### config.mk
export PLATFORM = sky130hd
export DESIGN_NAME = llc_mem_adapter
export DESIGN_NICKNAME = d
export VERILOG_FILES = /design/src/rtl/llc_mem_adapter_pkg.sv /design/src/rtl/llc_mem_line_buf.sv /design/src/rtl/llc_mem_adapter.sv
export SDC_FILE = /design/constraint.sdc
export NUM_CORES = 1
export LEC_CHECK = 0
export ABC_CLOCK_PERIOD_IN_PS = 6500
export CORE_AREA = 2 2 278 280
export DETAILED_ROUTE_END_ITERATION = 16
export DIE_AREA = 0 0 280 282
export PLACE_DENSITY_LB_ADDON = 0.05
export SLEW_MARGIN = 15
export SYNTH_ARGS = -nofsm -noshare
export SYNTH_HDL_FRONTEND = slang
export SYNTH_SLANG_ARGS = --single-unit
### constraint.sdc
create_clock -name clk -period 6.5 [get_ports clk]
set_input_delay 1.3 -clock clk [delete_from_list [all_inputs] [get_ports clk]]
set_output_delay 1.3 -clock clk [all_outputs]
set_load 0.005 [all_outputs]
### src/rtl/llc_mem_adapter_pkg.sv
// Shared constants and types for the LLC memory-bus adapter.
// Defaults describe a 32-byte line carried as four 64-bit beats.
package llc_mem_adapter_pkg;

    localparam int LLC_WORDS_PER_LINE = 4;
    localparam int LLC_BITS_PER_WORD  = 64;
    localparam int LLC_ADDR_BITS      = 32;
    localparam int LLC_LADDR_BITS     = 26;

    localparam int LLC_IDX_BITS      = $clog2(LLC_WORDS_PER_LINE);
    localparam int LLC_WORD_OFF_BITS = $clog2(LLC_BITS_PER_WORD / 8);
    localparam int LLC_LINE_OFF_BITS = LLC_IDX_BITS + LLC_WORD_OFF_BITS;

    typedef logic [LLC_WORDS_PER_LINE*LLC_BITS_PER_WORD-1:0] line_t;
    typedef logic [LLC_LADDR_BITS-1:0]                      line_addr_t;
    typedef logic [LLC_LINE_OFF_BITS-1:0]                   line_off_t;

    typedef struct packed {
        logic [LLC_BITS_PER_WORD-1:0] data;
        logic                         last;
    } mem_beat_t;

    localparam logic [2:0] ST_IDLE  = 3'd0;
    localparam logic [2:0] ST_ADDR  = 3'd1;
    localparam logic [2:0] ST_WDATA = 3'd2;
    localparam logic [2:0] ST_WRESP = 3'd3;
    localparam logic [2:0] ST_RDATA = 3'd4;
    localparam logic [2:0] ST_RSP   = 3'd5;

endpackage

### src/rtl/llc_mem_line_buf.sv
// Line buffer for the memory adapter: whole-line load, and one word
// written or read per beat at the beat index.
module llc_mem_line_buf
    import llc_mem_adapter_pkg::*;
#(
    parameter int  WORDS     = LLC_WORDS_PER_LINE,
    parameter int  WORD_BITS = LLC_BITS_PER_WORD,
    localparam int IW        = $clog2(WORDS),
    localparam int LW        = WORDS * WORD_BITS
) (
    input  logic                 clk,
    input  logic                 rst,
    input  logic                 load_i,
    input  logic [LW-1:0]        line_i,
    input  logic                 wr_i,
    input  logic [IW-1:0]        idx_i,
    input  logic [WORD_BITS-1:0] wdata_i,
    output logic [WORD_BITS-1:0] rdata_o,
    output logic [LW-1:0]        line_o
);

    logic [WORD_BITS-1:0] mem_q [WORDS];

    always_ff @(posedge clk or negedge rst) begin
        if (!rst) begin
            for (int i = 0; i < WORDS; i++) begin
                mem_q[i] <= '0;
            end
        end else if (load_i) begin
            for (int i = 0; i < WORDS; i++) begin
                mem_q[i] <= line_i[i*WORD_BITS +: WORD_BITS];
            end
        end else if (wr_i) begin
            mem_q[idx_i] <= wdata_i;
        end
    end

    assign rdata_o = mem_q[idx_i];

    always_comb begin
        line_o = '0;
        for (int i = 0; i < WORDS; i++) begin
            line_o[i*WORD_BITS +: WORD_BITS] = mem_q[i];
        end
    end

endmodule

### src/rtl/llc_mem_adapter.sv
// LLC memory adapter: serializes line requests into word bursts on
// the split address/write/read bus and reassembles fill lines.
module llc_mem_adapter
    import llc_mem_adapter_pkg::*;
#(
    parameter int  WORDS_PER_LINE = LLC_WORDS_PER_LINE,
    parameter int  WORD_BITS      = LLC_BITS_PER_WORD,
    parameter int  ADDR_BITS      = LLC_ADDR_BITS,
    parameter int  LADDR_BITS     = LLC_LADDR_BITS,
    localparam int LINE_BITS      = WORDS_PER_LINE * WORD_BITS
) (
    input  logic                  clk,
    input  logic                  rst,

    input  logic                  req_valid,
    output logic                  req_ready,
    input  logic                  req_hwrite,
    input  logic [1:0]            req_hprot,
    input  logic [LADDR_BITS-1:0] req_addr,
    input  logic [LINE_BITS-1:0]  req_line,

    output logic                  rsp_valid,
    input  logic                  rsp_ready,
    output logic [LINE_BITS-1:0]  rsp_line,

    output logic                  bus_aw_valid,
    input  logic                  bus_aw_ready,
    output logic                  bus_aw_write,
    output logic [ADDR_BITS-1:0]  bus_aw_addr,
    output logic [1:0]            bus_aw_prot,

    output logic                  bus_w_valid,
    input  logic                  bus_w_ready,
    output logic [WORD_BITS-1:0]  bus_w_data,
    output logic                  bus_w_last,

    input  logic                  bus_b_valid,
    output logic                  bus_b_ready,

    input  logic                  bus_r_valid,
    output logic                  bus_r_ready,
    input  logic [WORD_BITS-1:0]  bus_r_data,
    input  logic                  bus_r_last,

    output logic                  err_burst
);

    localparam int CW  = $clog2(WORDS_PER_LINE);
    localparam int OFF = $clog2(LINE_BITS / 8);
    localparam logic [CW-1:0] LAST_IDX = CW'(WORDS_PER_LINE - 1);

    logic [2:0]            state_q, state_d;
    logic [CW-1:0]         cnt_q, cnt_d;
    logic                  write_q, write_d;
    logic [1:0]            prot_q, prot_d;
    logic [LADDR_BITS-1:0] addr_q, addr_d;

    logic                  buf_load;
    logic                  buf_wr;
    logic [WORD_BITS-1:0]  buf_word;
    logic [LINE_BITS-1:0]  buf_line;
    logic                  last_beat;

    logic in_idle, in_addr, in_wdata, in_wresp, in_rdata, in_rsp;

    logic [LADDR_BITS+OFF-1:0] byte_addr;

    llc_mem_line_buf #(
        .WORDS     (WORDS_PER_LINE),
        .WORD_BITS (WORD_BITS)
    ) u_line_buf (
        .clk     (clk),
        .rst     (rst),
        .load_i  (buf_load),
        .line_i  (req_line),
        .wr_i    (buf_wr),
        .idx_i   (cnt_q),
        .wdata_i (bus_r_data),
        .rdata_o (buf_word),
        .line_o  (buf_line)
    );

    assign last_beat = (cnt_q == LAST_IDX);

    always_comb begin
        state_d  = state_q;
        cnt_d    = cnt_q;
        write_d  = write_q;
        prot_d   = prot_q;
        addr_d   = addr_q;
        buf_load = 1'b0;
        buf_wr   = 1'b0;
        unique case (state_q)
            ST_IDLE: begin
                if (req_valid) begin
                    write_d  = req_hwrite;
                    prot_d   = req_hprot;
                    addr_d   = req_addr;
                    buf_load = 1'b1;
                    state_d  = ST_ADDR;
                end
            end
            ST_ADDR: begin
                if (bus_aw_ready) begin
                    cnt_d   = '0;
                    state_d = write_q ? ST_WDATA : ST_RDATA;
                end
            end
            ST_WDATA: begin
                if (bus_w_ready) begin
                    cnt_d = cnt_q + CW'(1);
                    if (last_beat) begin
                        state_d = ST_WRESP;
                    end
                end
            end
            ST_WRESP: begin
                if (bus_b_valid) begin
                    state_d = ST_IDLE;
                end
            end
            ST_RDATA: begin
                // Beat count alone ends the burst; r_last only flags errors.
                if (bus_r_valid) begin
                    buf_wr = 1'b1;
                    cnt_d  = cnt_q + CW'(1);
                    if (last_beat) begin
                        state_d = ST_RSP;
                    end
                end
            end
            ST_RSP: begin
                if (rsp_ready) begin
                    state_d = ST_IDLE;
                end
            end
            default: begin
                state_d = ST_IDLE;
            end
        endcase
    end

    always_ff @(posedge clk or negedge rst) begin
        if (!rst) begin
            state_q <= ST_IDLE;
            cnt_q   <= '0;
            write_q <= 1'b0;
            prot_q  <= '0;
            addr_q  <= '0;
        end else begin
            state_q <= state_d;
            cnt_q   <= cnt_d;
            write_q <= write_d;
            prot_q  <= prot_d;
            addr_q  <= addr_d;
        end
    end

    // Qualify with rst so every handshake output drops the moment reset hits.
    assign in_idle  = rst && (state_q == ST_IDLE);
    assign in_addr  = rst && (state_q == ST_ADDR);
    assign in_wdata = rst && (state_q == ST_WDATA);
    assign in_wresp = rst && (state_q == ST_WRESP);
    assign in_rdata = rst && (state_q == ST_RDATA);
    assign in_rsp   = rst && (state_q == ST_RSP);

    assign byte_addr = {addr_q, {OFF{1'b0}}};

    assign req_ready    = in_idle;
    assign rsp_valid    = in_rsp;
    assign rsp_line     = buf_line;

    assign bus_aw_valid = in_addr;
    assign bus_aw_write = write_q;
    assign bus_aw_addr  = ADDR_BITS'(byte_addr);
    assign bus_aw_prot  = prot_q;

    assign bus_w_valid  = in_wdata;
    assign bus_w_data   = buf_word;
    assign bus_w_last   = in_wdata && last_beat;

    assign bus_b_ready  = in_wresp;
    assign bus_r_ready  = in_rdata;

    assign err_burst = in_rdata && bus_r_valid && (bus_r_last != last_beat);

endmodule

==> results.toml <==
[sta]
fin_tns_setup_ns = 0
finalCritPeriodShare = 0.725
grt_setup_unrepaired = "no"
max_freq_mhz = 212
tightest_slew_ns = 0.999
setup_viol = 0
whs_ns = 0.505
max_slew_margin = 0.334
hold_viol_final = 0
drv_slew = 0
finalCriticalPeriod_ns = 4.71
worst_clock_skew_ns = 0.0181

[power_and_ir_drop]
power.leakage_nw = 10.9
ir_drop_uv = 243
p_per_area_mw_per_mm2 = 474

[clock_network]
cts-hold-fix-buffers = 0
cts-root-buf = "clkbuf_16"
cts_tree = "built"
clk_latency_ns = 0.56
post_cts.repair.setup_buffers = 0
path_clk_slew_ns = 0.05
cts_max_path_buffers = 3
cts_sinks = 290
htreeDepth = 2
numCtsBuffers = 40
post_cts_resized = 0

[run_status]
status = "complete, no violations"

[yosys]
seq_area_frac_synth = 0.488
synth_top_area_cell = "dfrtp_1"
ys.flop_type = "dfrtp_1"
ys_types = 40
synth_area_mm2 = 0.0149
syn_avg_cell_area_um2 = 11.2
synth-simple-area-share = 0.0800
synthArstFlopShare = 1.00
synthAdderAreaFrac = 0.00337
ys_ff_latch = 290
synth_edf_count = 0
synthXorXnorAreaFrac = 0.000590
netlist_top_cells_area = "dfrtp_1, mux2i_1, mux4_2, o21ai_0, nand2_1"
synthMuxAreaShare = 0.294
synth_compound_area_frac = 0.0917
yosysWarnings = 0
syn_inst = 1321
synth_top_family_by_area = "multiplexers"
synth_top_area_frac = 0.488

[hold_path]
hold_start = "addr_q[17]"
hp-class = "flip-flop to flip-flop"

[critical_path]
crit_arrival_ns = 3.41
cp-end-kind = "primary output"
r2r_slack_ns = 2.46
r2r-start = "cnt_q[0]"
crit_start = "cnt_q[0]"
critPathMaxFanout = 38
startpoint_type = "flip-flop"
cp.required_ns = 5.20
path_class = "flip-flop to primary output"

[route]
vias = 13194
wire_per_inst_um = 25.1
avgViaCountPerCell = 4.39
route.detailed.drc = 0
wl_mm = 75.4
drtAntennaViolNets = 0
drt_iter0_markers = 654
dr.pass1.iters = 5

[place]
port_buffers = 714
place.gp.congestion = 0.791
hpwlAfterDp_mm = 56.0

[global_route]
antenna_found_initial = 25
grt_pass1_vias = 13974
grt_usage = 0.185
grt_pass1_wl_mm = 106
grt_overflow = 0
grt_max_degree = 227

[floorplanning]
die_area_mm2 = 0.0790
die_x_um = 280
core_area_mm2 = 0.0757
ios = 721
die_y_um = 282
start_util = 0.196
rows = 101

[final_layout]
final_nets = 2350
layout_common_cells = "clkdlybuf4s50_1, dfrtp_1, nand2_1"
layout_commonest_cell = "clkdlybuf4s50_1"
drive_above_1_share = 0.0881
synthToLayoutAreaGrowth_pct = 62.0

[flow_run]
maxCapViolations = 0
[power by group]
group	switching (mW)	leakage (nW)	internal (mW)
Combinational	2.14	6.74	3.44
Clock	0.860	0.584	1.22
Sequential	1.05	3.57	2.70
[cells by family after synthesis]
family	after synthesis
adders and majority gates	4
other	1
muxes	352
AOI/OAI and AO/OA	267
buffers and inverters	115
xor gates and xnor gates	1
DFF	290
and+or+nand+nor	291
[metrics by stage]
step	total power [mW]	utilization	setup slack (ns)	std cells	area [um^2]
global route	12.2	0.318	1.55	3006	24100
floorplan	5.68	-	3.38	1326	14900
global placement	9.44	0.302	2.23	2924	22800
detailed placement	9.46	0.302	2.19	2924	22800
CTS	11.6	0.317	1.59	2988	24000
finish	11.4	0.318	1.79	3007	24100
[sequential cells by signal (all words and copies together), names as in the netlist]
signal             count
u_line_buf.line_o    256
addr_q                26
state_q                3
bus_aw_prot            2
cnt_q                  2
bus_aw_write           1
[layer usage]
metal | up-vias | track usage | share of wire
met5 | - | 0 | 0.0011
met1 | 6615 | 0.217 | 0.39
met4 | 12 | 0.0683 | 0.028
li1 | 6050 | - | -
met3 | 99 | 0.0456 | 0.056
met2 | 418 | 0.325 | 0.52
[synthesized netlist by cell type, types with 3 or more instances]
library cell  instances
nand2_1             258
buf_2                56
o21ai_1              40
clkbuf_1             34
mux4_2               64
buf_6                12
o21ai_0             217
a21oi_1               4
dfrtp_1             290
nand2b_1              4
ha_1                  4
mux2_2               31
inv_1                 3
nand2_2               4
buf_4                 8
nor2_1                8
mux2i_1             256
[path summary, 6_finish.rpt]
kind,end,cells after the start
hold reg to reg,addr_q[17],1
setup reg to reg,u_line_buf.line_o[158],7
setup / recovery,bus_w_data[49],3
hold / removal,addr_q[17],1
min in group asynchronous,u_line_buf.line_o[71],1
max in group asynchronous,u_line_buf.line_o[101],3
[cell type report]
type                            count  area (um^2)
Antenna cell                       19         47.5
Clock buffer                       59         1160
Clock inverter                      5         27.5
Fill cell                        7789        51600
Inverter                            3         11.3
Multi-Input combinational cell    921         7020
Sequential cell                   290         7260
Tap cell                          978         1220
Timing Repair Buffer              732         7310
[critical path, cell delays in order, from the launching register on]
cell and delay (ns):
dfrtp_4 0.99, buf_4 0.66, mux4_2 0.60, clkdlybuf4s50_1 0.51
Power figures use the tool's default switching activity.
